<file path="src/rtl/setting_pkg.sv">
// Shared definitions for the pre-game settings menu: field indices, menu states,
// value width and the wrap-around step used when editing a setting.
package setting_pkg;

    localparam int VAL_W = 6;

    localparam logic [1:0] SET_PLAYERS = 2'd0;
    localparam logic [1:0] SET_TIME    = 2'd1;
    localparam logic [1:0] SET_POS     = 2'd2;
    localparam logic [1:0] SET_NEG     = 2'd3;

    typedef enum logic [1:0] {
        ST_IDLE   = 2'd0,
        ST_EDIT   = 2'd1,
        ST_LOCKED = 2'd2
    } state_e;

    // One step up or down inside [lo, hi], wrapping at either end.
    function automatic logic [VAL_W-1:0] step_wrap(input logic [VAL_W-1:0] val,
                                                   input logic [VAL_W-1:0] lo,
                                                   input logic [VAL_W-1:0] hi,
                                                   input logic             up);
        logic [VAL_W-1:0] res;
        if (up) res = (val >= hi) ? lo : val + 1'b1;
        else    res = (val <= lo) ? hi : val - 1'b1;
        return res;
    endfunction

endpackage

</file>
<file path="src/rtl/setting_controller_button_repeat.sv">
// Rising-edge detector with hold-to-repeat for one debounced level button.
// step pulses on the edge, after HOLD_CYCLES of holding, then every REPEAT_CYCLES.
module button_repeat #(
    parameter int HOLD_CYCLES   = 50000000,
    parameter int REPEAT_CYCLES = 10000000
) (
    input  logic clk,
    input  logic rst,
    input  logic btn,
    input  logic clear,
    output logic rise,
    output logic step
);
    localparam int CNT_MAX = (HOLD_CYCLES > REPEAT_CYCLES) ? HOLD_CYCLES : REPEAT_CYCLES;
    localparam int CNT_W   = $clog2(CNT_MAX + 1);

    logic             btn_q;
    logic [CNT_W-1:0] cnt_q, cnt_d;
    logic             rep_q, rep_d;
    logic             hit;

    assign rise = btn & ~btn_q;

    // cnt_q counts cycles since the last step; rep_q selects hold vs repeat period.
    always_comb begin
        hit   = rep_q ? (cnt_q == CNT_W'(REPEAT_CYCLES)) : (cnt_q == CNT_W'(HOLD_CYCLES));
        cnt_d = cnt_q;
        rep_d = rep_q;
        step  = 1'b0;
        if (!btn) begin
            cnt_d = '0;
            rep_d = 1'b0;
        end else if (rise) begin
            step  = 1'b1;
            cnt_d = clear ? '0 : CNT_W'(1);
            rep_d = 1'b0;
        end else if (clear) begin
            cnt_d = '0;
            rep_d = 1'b0;
        end else if (hit) begin
            step  = 1'b1;
            cnt_d = CNT_W'(1);
            rep_d = 1'b1;
        end else begin
            cnt_d = cnt_q + 1'b1;
        end
    end

    always_ff @(posedge clk or posedge rst) begin
        if (rst) begin
            btn_q <= 1'b0;
            cnt_q <= '0;
            rep_q <= 1'b0;
        end else begin
            btn_q <= btn;
            cnt_q <= cnt_d;
            rep_q <= rep_d;
        end
    end

endmodule

</file>
<file path="src/rtl/setting_controller.sv">
// Pre-game settings menu: selects which setting the tube display shows, edits a
// working copy with the buttons and commits it to the cfg_* outputs on confirm.
module setting_controller
    import setting_pkg::*;
#(
    parameter int P_MIN         = 1,
    parameter int P_MAX         = 8,
    parameter int P_DEF         = 4,
    parameter int T_MIN         = 5,
    parameter int T_MAX         = 60,
    parameter int T_DEF         = 20,
    parameter int S_MAX         = 63,
    parameter int POS_DEF       = 10,
    parameter int NEG_DEF       = 5,
    parameter int HOLD_CYCLES   = 50000000,
    parameter int REPEAT_CYCLES = 10000000
) (
    input  logic       clk,
    input  logic       rst,
    input  logic       btn_confirm,
    input  logic       btn_next,
    input  logic       btn_inc,
    input  logic       btn_dec,
    output logic [1:0] cur_set,
    output logic [5:0] number,
    output logic       edit_active,
    output logic       config_done,
    output logic [5:0] cfg_players,
    output logic [5:0] cfg_time,
    output logic [5:0] cfg_pos,
    output logic [5:0] cfg_neg
);
    if (!(P_MIN <= P_DEF && P_DEF <= P_MAX && P_MAX <= 63 &&
          T_MIN <= T_DEF && T_DEF <= T_MAX && T_MAX <= 63 &&
          POS_DEF <= S_MAX && NEG_DEF <= S_MAX && S_MAX <= 63 &&
          HOLD_CYCLES >= 1 && REPEAT_CYCLES >= 1)) begin : g_bad_params
        $error("setting_controller: illegal parameter set");
    end

    state_e           state_q;
    logic [1:0]       cur_set_q, nxt_set;
    logic [VAL_W-1:0] number_q;
    logic             edit_q, done_q;
    logic             confirm_q, next_q;
    logic [VAL_W-1:0] work_q [4];
    logic [VAL_W-1:0] cfg_q  [4];

    logic             ev_conf, ev_next;
    logic             inc_rise, inc_step, dec_rise, dec_step;
    logic [VAL_W-1:0] lo, hi, step_val;

    assign ev_conf = btn_confirm & ~confirm_q;
    assign ev_next = btn_next & ~next_q;
    assign nxt_set = cur_set_q + 2'd1;

    button_repeat #(.HOLD_CYCLES(HOLD_CYCLES), .REPEAT_CYCLES(REPEAT_CYCLES)) u_inc (
        .clk(clk), .rst(rst), .btn(btn_inc), .clear(ev_conf | ev_next | dec_rise),
        .rise(inc_rise), .step(inc_step)
    );

    button_repeat #(.HOLD_CYCLES(HOLD_CYCLES), .REPEAT_CYCLES(REPEAT_CYCLES)) u_dec (
        .clk(clk), .rst(rst), .btn(btn_dec), .clear(ev_conf | ev_next | inc_rise),
        .rise(dec_rise), .step(dec_step)
    );

    always_comb begin
        lo = '0;
        hi = VAL_W'(S_MAX);
        case (cur_set_q)
            SET_PLAYERS: begin lo = VAL_W'(P_MIN); hi = VAL_W'(P_MAX); end
            SET_TIME:    begin lo = VAL_W'(T_MIN); hi = VAL_W'(T_MAX); end
            default:     begin lo = '0;            hi = VAL_W'(S_MAX); end
        endcase
        step_val = step_wrap(work_q[cur_set_q], lo, hi, inc_step);
    end

    // Priority inside EDIT: confirm, then next, then a non-cancelling inc/dec step.
    always_ff @(posedge clk or posedge rst) begin
        if (rst) begin
            state_q   <= ST_IDLE;
            cur_set_q <= SET_PLAYERS;
            number_q  <= VAL_W'(P_DEF);
            edit_q    <= 1'b0;
            done_q    <= 1'b0;
            confirm_q <= 1'b0;
            next_q    <= 1'b0;
            work_q[0] <= VAL_W'(P_DEF);
            work_q[1] <= VAL_W'(T_DEF);
            work_q[2] <= VAL_W'(POS_DEF);
            work_q[3] <= VAL_W'(NEG_DEF);
            cfg_q[0]  <= VAL_W'(P_DEF);
            cfg_q[1]  <= VAL_W'(T_DEF);
            cfg_q[2]  <= VAL_W'(POS_DEF);
            cfg_q[3]  <= VAL_W'(NEG_DEF);
        end else begin
            confirm_q <= btn_confirm;
            next_q    <= btn_next;
            case (state_q)
                ST_IDLE, ST_LOCKED: begin
                    if (ev_conf) begin
                        state_q   <= ST_EDIT;
                        cur_set_q <= SET_PLAYERS;
                        number_q  <= work_q[SET_PLAYERS];
                        edit_q    <= 1'b1;
                        done_q    <= 1'b0;
                    end
                end
                ST_EDIT: begin
                    if (ev_conf) begin
                        state_q <= ST_LOCKED;
                        edit_q  <= 1'b0;
                        done_q  <= 1'b1;
                        for (int k = 0; k < 4; k++) cfg_q[k] <= work_q[k];
                    end else if (ev_next) begin
                        cur_set_q <= nxt_set;
                        number_q  <= work_q[nxt_set];
                    end else if (inc_step ^ dec_step) begin
                        work_q[cur_set_q] <= step_val;
                        number_q          <= step_val;
                    end
                end
                default: begin
                    state_q <= ST_IDLE;
                    edit_q  <= 1'b0;
                    done_q  <= 1'b0;
                end
            endcase
        end
    end

    assign cur_set     = cur_set_q;
    assign number      = number_q;
    assign edit_active = edit_q;
    assign config_done = done_q;
    assign cfg_players = cfg_q[SET_PLAYERS];
    assign cfg_time    = cfg_q[SET_TIME];
    assign cfg_pos     = cfg_q[SET_POS];
    assign cfg_neg     = cfg_q[SET_NEG];

endmodule
</file>
<file path="config.mk">
export PLATFORM = sky130hd
export DESIGN_NAME = setting_controller
export DESIGN_NICKNAME = d
export VERILOG_FILES = /design/src/rtl/setting_pkg.sv /design/src/rtl/setting_controller_button_repeat.sv /design/src/rtl/setting_controller.sv
export SDC_FILE = /design/constraint.sdc
export NUM_CORES = 1
export LEC_CHECK = 0
export CAP_MARGIN = 30
export CORE_MARGIN = 2
export CORE_UTILIZATION = 60
export CTS_CLUSTER_DIAMETER = 40
export DETAILED_ROUTE_END_ITERATION = 10
export PLACE_DENSITY = 0.81
export SYNTH_ARGS = -nofsm -noshare
export SYNTH_HDL_FRONTEND = slang
export SYNTH_SLANG_ARGS = --single-unit
</file>
<file path="constraint.sdc">
create_clock -name clk -period 5 [get_ports clk]
set_clock_uncertainty 0.05 [all_clocks]
set_input_delay 1 -clock clk [delete_from_list [all_inputs] [get_ports clk]]
set_output_delay 1 -clock clk [all_outputs]
set_load 0.01 [all_outputs]
</file>
==> key figures <==
Drt
  • Post-route ant nets: 0
  • Drt drc: 0
  • DR WL/cell: around 19 µm
  • Vias post-DR: approximately 4700
  • Initial DRC count: roughly 440
  • Drt first pass iters: 5
  • Average via count per standard cell: 6.073
  • Final wirelength: about 14000 µm

Clock tree
  • Max Root-Sink Buffers: 2
  • CTS tree: yes
  • Post-CTS resize count: 0
  • Clock sinks: 117
  • Htree depth: 4
  • Setup Buffers After CTS: 0
  • Worst-path clk slew: roughly 0.06 ns
  • Post-cts hold buffer count: 0
  • Root buffer cell: clkbuf_8
  • Worst-skew pair later-pin latency: ~0.53 ns
  • TritonCTS Buffers: 17

Yosys
  • Post-synthesis adder-cell area fraction: 3.190%
  • Compound-Gate Fraction of Synth Area: roughly 7%
  • Post-synthesis sequential area ratio: ~47%
  • Yosys cell types: 63
  • Syn avg cell area: roughly 11 µm²
  • Cells after Synth: around 580
  • Synth Area in XOR/XNOR: between 7 and 8%
  • Ranking of synthesized cells by area: dfrtp_1, mux2_2, dfstp_2
  • Commonest cells post-synth: dfrtp_1, nor2_1, mux2_2, nand2_1, xor2_1
  • YS warnings: 0
  • Yosys top cell area share: roughly 41%
  • Top-count cell post-synth: dfrtp_1
  • Cell taking the most area after synthesis: dfrtp_1
  • Syn nets: ~600
  • Asr flop ratio synth: 100.0%
  • Flops & latches, synth: ~120
  • Mux cell area share after synthesis: 14.42%
  • Synthesized-area fraction occupied by and/or/nand/nor cells: between 10% and 20%
  • Dominant synthesized flop cell: dfrtp_1
  • Main combinational cell family by area after synthesis: simple AND/OR/NAND/NOR gates
  • Number of enable flip-flop cells after synthesis: 0
  • Synthesized area: 6275 µm²

STA
  • RSZ-0062 raised after global routing: false
  • Tmin final: 4.315 ns
  • Hold Vio Cnt, Final: 0
  • Period utilisation layout: 86.31%
  • Final Setup Violations: 0
  • Final slew viol count: 0
  • Tightest Pin Transition: between 0.9 and 1 ns
  • FMAX: 231.7 MHz
  • Setup TNS Final: 0 ns
  • Max_slew headroom: about two fifths

Job
  • Max cap viols: 0

Setup path
  • CP Max Fanout: 14
  • Worst Setup End Kind: flop
  • Slowest stage delay, CP: between 0.7 and 0.8 ns
  • Worst path slowest cell: dfrtp_1
  • WP data arrival: around 4.7 ns
  • Crit start category: flop
  • Crit path cell chain: inv_1 -> ha_1 -> nor2_1 -> inv_1 -> ha_1 -> nor4b_1 -> a221oi_1 -> a211oi_1 -> a21boi_0 -> nand2_1 -> o21ai_0 -> o221a_2
  • Worst path required time: roughly 5.4 ns
  • CP bufs+invs: 2
  • Kind of critical path: reg2reg
  • R2R setup slack: between 0.6 and 0.7 ns
  • CP delay by family, top: compound AO/OA/AOI/OAI gates

Global route
  • Largest net degree at the start of global routing: 45
  • Initial antenna violation count: 0
  • First-pass GRT wire length: around 25000 µm
  • Remaining Overflow, GRT: 0
  • Total track usage: between 20% and 30%
  • Vias in the first global route: just under 5000

Pwr
  • P per Cell Area: about 540 nW/µm²
  • Leak: between 3 and 4 nW
  • VDD IR-drop max: approximately 380 µV

Die
  • # IOs: 40
  • DIE AREA: approximately 11000 µm²
  • Row count: 37
  • Starting Density: a little over 60%
  • DIE HEIGHT: between 100 and 150 µm
  • Die Wd: 106.3 µm
  • Core Area: 10230 µm²

Final layout
  • Antenna diodes: 0
  • Layout area overhead: 17.97%
  • Fin nets: between 600 and 700
  • Finished Core Util: 72.35%
  • Filler cells: 749
  • Share of cells above drive strength 1: between 20% and 30%

Outcome
  • Status: finished, final reports clean

Min path
  • HP Class: reg2reg

Placement
  • Dpl hpwl: 9679 µm
  • Number of buffers added on ports: 39
  • Routability Congestion: 0.9343
==> path summary, 6_finish.rpt <==
| check | from | end | depth (start not counted) |
|---|---|---|---|
| max | cur_set[1]$_DFFE_PP0P_ | number[5]$_DFFE_PP0P_ | 12 |
| min | cfg_players[5]$_DFFE_PP0P_ | cfg_players[5]$_DFFE_PP0P_ | 1 |
| max reg2reg | cur_set[1]$_DFFE_PP0P_ | number[5]$_DFFE_PP0P_ | 12 |
| min reg2reg | cfg_players[5]$_DFFE_PP0P_ | cfg_players[5]$_DFFE_PP0P_ | 1 |
| max in group asynchronous | rst | work_q[7]$_DFFE_PP1P_ | 4 |
| min in group asynchronous | rst | u_inc.cnt_q[14]$_DFF_PP0_ | 2 |
==> area by class of cell <==
cell class	count	area, µm²	share of cell area (%)
well taps	136	170.2	2.299
repair buffers	45	447.9	6.051
flip-flops and latches	117	2947	39.81
clock buffers	24	470.5	6.356
clock inverters	8	123.9	1.673
multi-input cells	417	3166	42.77
inverters	20	77.57	1.048
==> routing by layer <==
layer  up-vias  GRT usage (%)  routed length (µm)
met1      2313          35.93                6164
met4         0          12.41                 402
met3        36          7.112                 728
li1       2137              -                   -
met5         -              0                   0
met2       172          45.70                7051
==> state kept, by name, indices dropped and copies added (netlist names) <==
register / cells
work_q: 24
u_inc.cnt_q: 26
state_q: 2
u_dec.rep_q: 1
number: 6
cfg_time: 6
cfg_players: 6
cur_set: 2
next_q: 1
u_inc.rep_q: 1
u_dec.cnt_q: 26
cfg_neg: 6
confirm_q: 1
u_dec.btn_q: 1
cfg_pos: 6
u_inc.btn_q: 1
edit_active: 1
==> power by group <==
part	leakage, nW	internal, mW	total, mW	switching (mW)
Combinational	1.27	0.700	1.49	0.793
Sequential	1.54	1.14	1.31	0.176
Clock	0.285	0.798	1.23	0.428
==> cell families after synthesis <==
group	count (synthesis)
AND/OR/NAND/NOR	222
AO/OA/AOI/OAI	58
XOR/XNOR	52
adder cells (fa/ha/maj)	16
buffers and inverters	42
flip-flops	117
multiplexers	69
==> cells in the final DEF, fill, tap and decap left out, types with 3 or more instances in the layout <==
cell,count
a221oi_1,4
xor2_1,33
o21ai_0,12
dfstp_2,15
mux2i_1,6
nand3b_1,3
bufinv_16,3
a211oi_1,4
a21o_1,3
mux2_2,49
nor3_1,13
nor2b_1,5
clkbuf_8,4
or3_1,9
buf_4,5
and4_1,3
nor2_1,73
clkdlybuf4s50_1,39
dfrtp_1,102
and3_1,13
inv_1,19
nand3_2,4
nand2b_1,7
nand2_1,33
mux4_2,12
xnor2_1,18
ha_1,16
o311ai_0,3
nor4_1,3
nor4b_1,3
clkbuf_16,16
a21oi_1,10
nand4_1,13
nand3_1,26
clkbuf_1,4
==> through the flow <==
stage	power, mW	setup slack (ns)	std cells	area [µm²]	hold WS, ns
6_report	4.031	0.6846	767	7402	0.4532
5_1_grt	4.241	0.3935	767	7402	0.4783
4_1_cts	4.023	0.7282	767	7402	0.4574
3_5_place_dp	2.773	0.9725	735	6808	0.4445
3_3_place_gp	2.735	1.196	734	6788	0.4429
2_1_floorplan	2.272	0.8741	576	6275	0.4271
Note: power is estimated with default switching activity, not from simulation.
==> RTL edit 1, RTL diff (config.mk and constraints unchanged) <==
The parameter `S_MAX` goes from 63 to 47.
--- a/src/rtl/setting_controller.sv
+++ b/src/rtl/setting_controller.sv
@@ -9,7 +9,7 @@
     parameter int T_MIN         = 5,
     parameter int T_MAX         = 60,
     parameter int T_DEF         = 20,
-    parameter int S_MAX         = 63,
+    parameter int S_MAX         = 47,
     parameter int POS_DEF       = 10,
     parameter int NEG_DEF       = 5,
     parameter int HOLD_CYCLES   = 50000000,
Behaviour: same outputs for any inputs over 4 cycles, from zero or initial values and one cycle with rst high; that may be too few to reach the edited logic, so the function may still have changed.
==> RTL edit 1 against the unedited design <==
  * Final area up 1.1%
  * Routed wire length up 0.45%
  * Setup slack better by 0.44 ns
  * Sequential share of layout area down 0.45 points
  * Total power up 7.1%
  * Area after synthesis up 1.7%
  * Sequential cell count unchanged
  * Hold slack worse by 0.0054 ns
  * Core utilization up 0.18 points
  * Die area up 1.6%
  * First-iteration DRC count down 31%
  * Highest routed layer unchanged
  * Non-clock buffer count down 1
==> RTL edit 1: results (changes against the unedited design) <==
placed cells 752 (+2.3%); Slowest-stage cell, CP mux4_2; DP Wirelength 9836 um (+1.6%); cells after synthesis 592 (+2.8%); vias per inst 6.105 (+0.52%); Max rail drop VDD 399.9 uV (+4.7%); Netlist cell types 66 (+4.8%); P_int 2.771 mW (+5.2%); GRT Util Overall 26.92% (-1.3 points); Top Family by Delay on Critical Path compound AO/OA/AOI/OAI gates; CTS resizes 0 (unchanged); Seq cells post-synth 117 (unchanged); # nets final 657 (+2.7%); slowest cell delay on critical path 0.71 ns; Ant. Diodes 0 (unchanged); first-pass detailed-route iteration total 5 (unchanged); Vias 4786 (+2.7%); CP max FO 13 (-1); clock root cell clkbuf_8; Post-DRT Antenna Nets 0 (unchanged); outcome finished clean; Commonest cells post-synth dfrtp_1 (102), nor2_1 (78), mux2_2 (49), nand2_1 (32), nand3_1 (32); 1st-iter DRT viols 307 (-31%); Slew Limit Fails 0 (unchanged); filler cell count in the final layout 706 (-5.7%); clk buf depth 2 (unchanged); Max-slew headroom 38.01% (-0.64 points); share of layout cells above drive strength 1 19.14% (-1.5 points); pin count of the biggest net entering global routing 61 (+36%); antenna violations before repair 0 (unchanged); hold crit path type reg2reg; first-pass GRT wire length 23980 um (-2.3%); setup bufs post-CTS 0 (unchanged); Post-Syn Nets 614 (+2.7%); # port buffers 39 (unchanged); Synth Warn # 0 (unchanged); final WL 14410 um (+0.45%); top post-synthesis cells by area dfrtp_1 (40%), mux2_2 (8.6%), dfstp_2 (6.2%); Final Wtd Congestion 0.9420 (+0.82%); Post-synth ARST share 100.0% (unchanged); sequential area share after synthesis 46.17% (-0.79 points); clock latency reported for the late side of the worst-skew pair 0.53 ns (about the same); CTS H-tree depth 4 (unchanged); Worst Path Arrival 4.29 ns (-0.44 ns); leak pwr 3.065 nW (-0.78%); Reg clk slew, reported paths 0.06 ns (about the same); CTS Buf Count 17 (unchanged); biggest regs u_dec.cnt_q (26), u_inc.cnt_q (26), work_q (24)
RTL edit 1: changes by cell type in the layout (fill, tap and decap cells not counted), moves of 4 or more:
cell,before,now
nand3_1,26,32
and3_1,13,5
xnor2_1,18,24
nor4bb_1,1,5
xor2_1,33,29
inv_1,19,25
and2_1,1,5
nor2_1,73,77
RTL edit 1: cells by family after synthesis:
logic type	Yosys count	synth area share, %
AOI/OAI and AO/OA	66	7.822
xor gates and xnor gates	53	7.273
adders and majority gates	16	3.137
buffers and inverters	46	3.156
DFF	117	46.17
muxes	67	13.82
and+or+nand+nor	227	18.62
RTL edit 1: power groups by stage:
stage | registers, mW | logic, mW | clock network, mW
after floorplan | 1.34 | 1.09 | 0
after global placement | 1.36 | 1.61 | 0
after detailed placement | 1.37 | 1.66 | 0
after CTS | 1.36 | 1.68 | 1.26
after global routing | 1.39 | 1.83 | 1.30
final | 1.36 | 1.71 | 1.24
RTL edit 1: per-layer routing:
| layer | wire length (um) | global-route usage (%) | share of wire, % | up-vias |
|---|---|---|---|---|
| met1 | 6104 | 33.98 | 42 | 2393 |
| met3 | 774 | 7.660 | 5.4 | 39 |
| li1 | - | - | - | 2200 |
| met5 | 0 | 0 | 0 | - |
| met2 | 7158 | 43.81 | 50 | 154 |
| met4 | 373 | 10.67 | 2.6 | 0 |
RTL edit 1: worst min-delay path, stage by stage (launching register included):
cell and delay (ns):
dfstp_2 0.37, inv_1 0.04, o22ai_1 0.08
RTL edit 1: stage by stage:
| stage | utilization [%] | setup WS [ns] | hold WS (ns) | cell area (um2) |
|---|---|---|---|---|
| after floorplan | - | 0.8741 | 0.4409 | 6382 |
| after global placement | 66.59 | 1.195 | 0.4276 | 6874 |
| after detailed placement | 66.73 | 1.089 | 0.4416 | 6889 |
| after CTS | 72.52 | 1.210 | 0.4490 | 7487 |
| after global routing | 72.52 | 1.026 | 0.4614 | 7487 |
| final | 72.52 | 1.128 | 0.4479 | 7487 |
RTL edit 1: final timing paths:
check,to,start,slack [ns],depth (start not counted)
worst max-delay path,work_q[6],cur_set[1],1.13,8
worst min-delay path,number[2],number[2],0.45,2
worst max register to register,work_q[6],cur_set[1],1.13,8
worst min register to register,number[2],number[2],0.45,2
max in group asynchronous,work_q[7],rst,3.06,3
min in group asynchronous,u_dec.cnt_q[6],rst,0.88,2
RTL edit 1: area by class of cell:
| type | instances | area share, % |
|---|---|---|
| well taps | 136 | 2.273 |
| clock inverters | 10 | 2.072 |
| clock buffers | 22 | 5.916 |
| repair buffers | 44 | 5.816 |
| multi-input cells | 429 | 43.23 |
| inverters | 26 | 1.337 |
| flip-flops and latches | 117 | 39.36 |
==> RTL edit 2, RTL diff (config.mk and constraints unchanged) <==
Without the edit above. The 3 states of `state_e` get a one-hot encoding in 3 bits.
--- a/src/rtl/setting_pkg.sv
+++ b/src/rtl/setting_pkg.sv
@@ -9,10 +9,10 @@
     localparam logic [1:0] SET_POS     = 2'd2;
     localparam logic [1:0] SET_NEG     = 2'd3;
 
-    typedef enum logic [1:0] {
-        ST_IDLE   = 2'd0,
-        ST_EDIT   = 2'd1,
-        ST_LOCKED = 2'd2
+    typedef enum logic [2:0] {
+        ST_IDLE   = 3'b001,
+        ST_EDIT   = 3'b010,
+        ST_LOCKED = 3'b100
     } state_e;
 
     // One step up or down inside [lo, hi], wrapping at either end.
Check against the original RTL: no difference found for any inputs over 4 cycles, from zero or initial values and one cycle with rst high; so few cycles prove little.
==> RTL edit 2 against the unedited design <==
  * Area after synthesis down 0.60%
  * Final area down 0.24%
  * Hold slack improved by 0.0055 ns
  * Setup slack better by 0.28 ns
  * Sequential cell count grew 1
  * Routed wire length is 5.4% lower
  * Largest cell class unchanged
  * Critical path type unchanged
Power is not compared: it rests on default switching activity, and its combinational part moved more than twofold at a synthesized area within 25%.
==> RTL edit 2: results (changes against the unedited design) <==
Signal buffers 43 (-4.4%); multi-input gates 423 (+1.4%); multi-input gate share of total cell area 42.14% (-0.63 points); Worst Hold Endpoint cfg_pos[5]; setup ws final 0.9681 ns (+0.2835 ns); # nets final 645 (+0.78%); Post-Syn Nets 601 (+0.50%); # port buffers 39 (unchanged); filler cell count in the final layout 720 (-3.9%); fin cells 772 (+0.65%); FF-to-FF setup slack 0.97 ns (+0.28 ns); Non-clk invs 20 (unchanged); Final Cycle Share 80.64% (-5.7 points); Max-slew headroom 33.73% (-4.9 points); hold_sp cfg_pos[5]; setup bufs post-CTS 0 (unchanged); Worst Path Arrival 4.41 ns (-0.32 ns); Worst Reg-to-Reg Cells 9 (-3); vias in the first global route 4606 (-5.5%); sequential area share after synthesis 47.66% (+0.70 points); clkbuf count 25 (+4.2%); pin count of the biggest net entering global routing 82 (+82%); 1st-iter DRT viols 255 (-42%); clk buf depth 2 (unchanged); Cell Area, Placed 0.006745 mm2 (-0.92%); dpl ws 0.8886 ns (-0.08390 ns); Seq cells post-synth 118 (+0.85%); CTS resizes 0 (unchanged); reg2reg end number[2]; Final Wtd Congestion 0.8993 (-3.7%); Clock Network Area Fraction 8.285% (+0.26 points); share of layout cells above drive strength 1 19.34% (-1.3 points); Top Family by Delay on Critical Path multiplexers; prevailing post-synth register cell dfrtp_1; outcome finished clean; Slowest-stage cell, CP mux4_2; buffering overhead 5.964% (-0.087 points); placed cells 739 (+0.54%); vias per inst 5.938 (-2.2%); first-pass GRT wire length 22930 um (-6.6%); num rows 37 (unchanged); Commonest cells post-synth dfrtp_1 (102), nor2_1 (71), mux2_2 (50), nand2_1 (45), xor2_1 (29); Max rail drop VDD 324.4 uV; multi-input logic area 0.003112 mm2 (-1.7%); cells after synthesis 579 (+0.52%); GRT Util Overall 26.33% (-1.9 points); CP max FO 11 (-3); hold slack 0.4587 ns (+0.005506 ns); register area 0.002973 mm2 (+0.89%); final WL 13580 um (-5.4%); Netlist cell types 61 (-3.2%); top post-synthesis cells by area dfrtp_1 (41%), mux2_2 (9.0%), dfstp_2 (6.7%); slowest cell delay on critical path 0.71 ns; DP Wirelength 9226 um (-4.7%)
==> RTL edit 2: cell count changes after synthesis, moves of 4 or more <==
cell / unedited run / this run
mux2i_1: 6 / 2
o31ai_1: 1 / 6
xnor2_1: 18 / 22
a21oi_1: 10 / 16
nand2_1: 33 / 45
buf_2: 6 / 2
nand3_2: 4 / 0
o211ai_1: 0 / 7
xor2_1: 33 / 29
==> RTL edit 2: per-layer routing <==
layer  vias to the layer above  GRT usage, %  share of wire (%)
met5                         -             0                  0
met3                        27         6.499                4.3
met1                      2286         33.47                 43
li1                       2153             -                  -
met4                         0         10.34                2.1
met2                       118         43.69                 51
==> RTL edit 2: kinds of logic after synthesis <==
kind of cell / after synthesis / synth area share, %
xor gates and xnor gates: 51 / 7.161
adders and majority gates: 16 / 3.210
buffers and inverters: 38 / 2.447
AOI/OAI and AO/OA: 62 / 6.821
and+or+nand+nor: 229 / 18.80
muxes: 65 / 13.90
DFF: 118 / 47.66
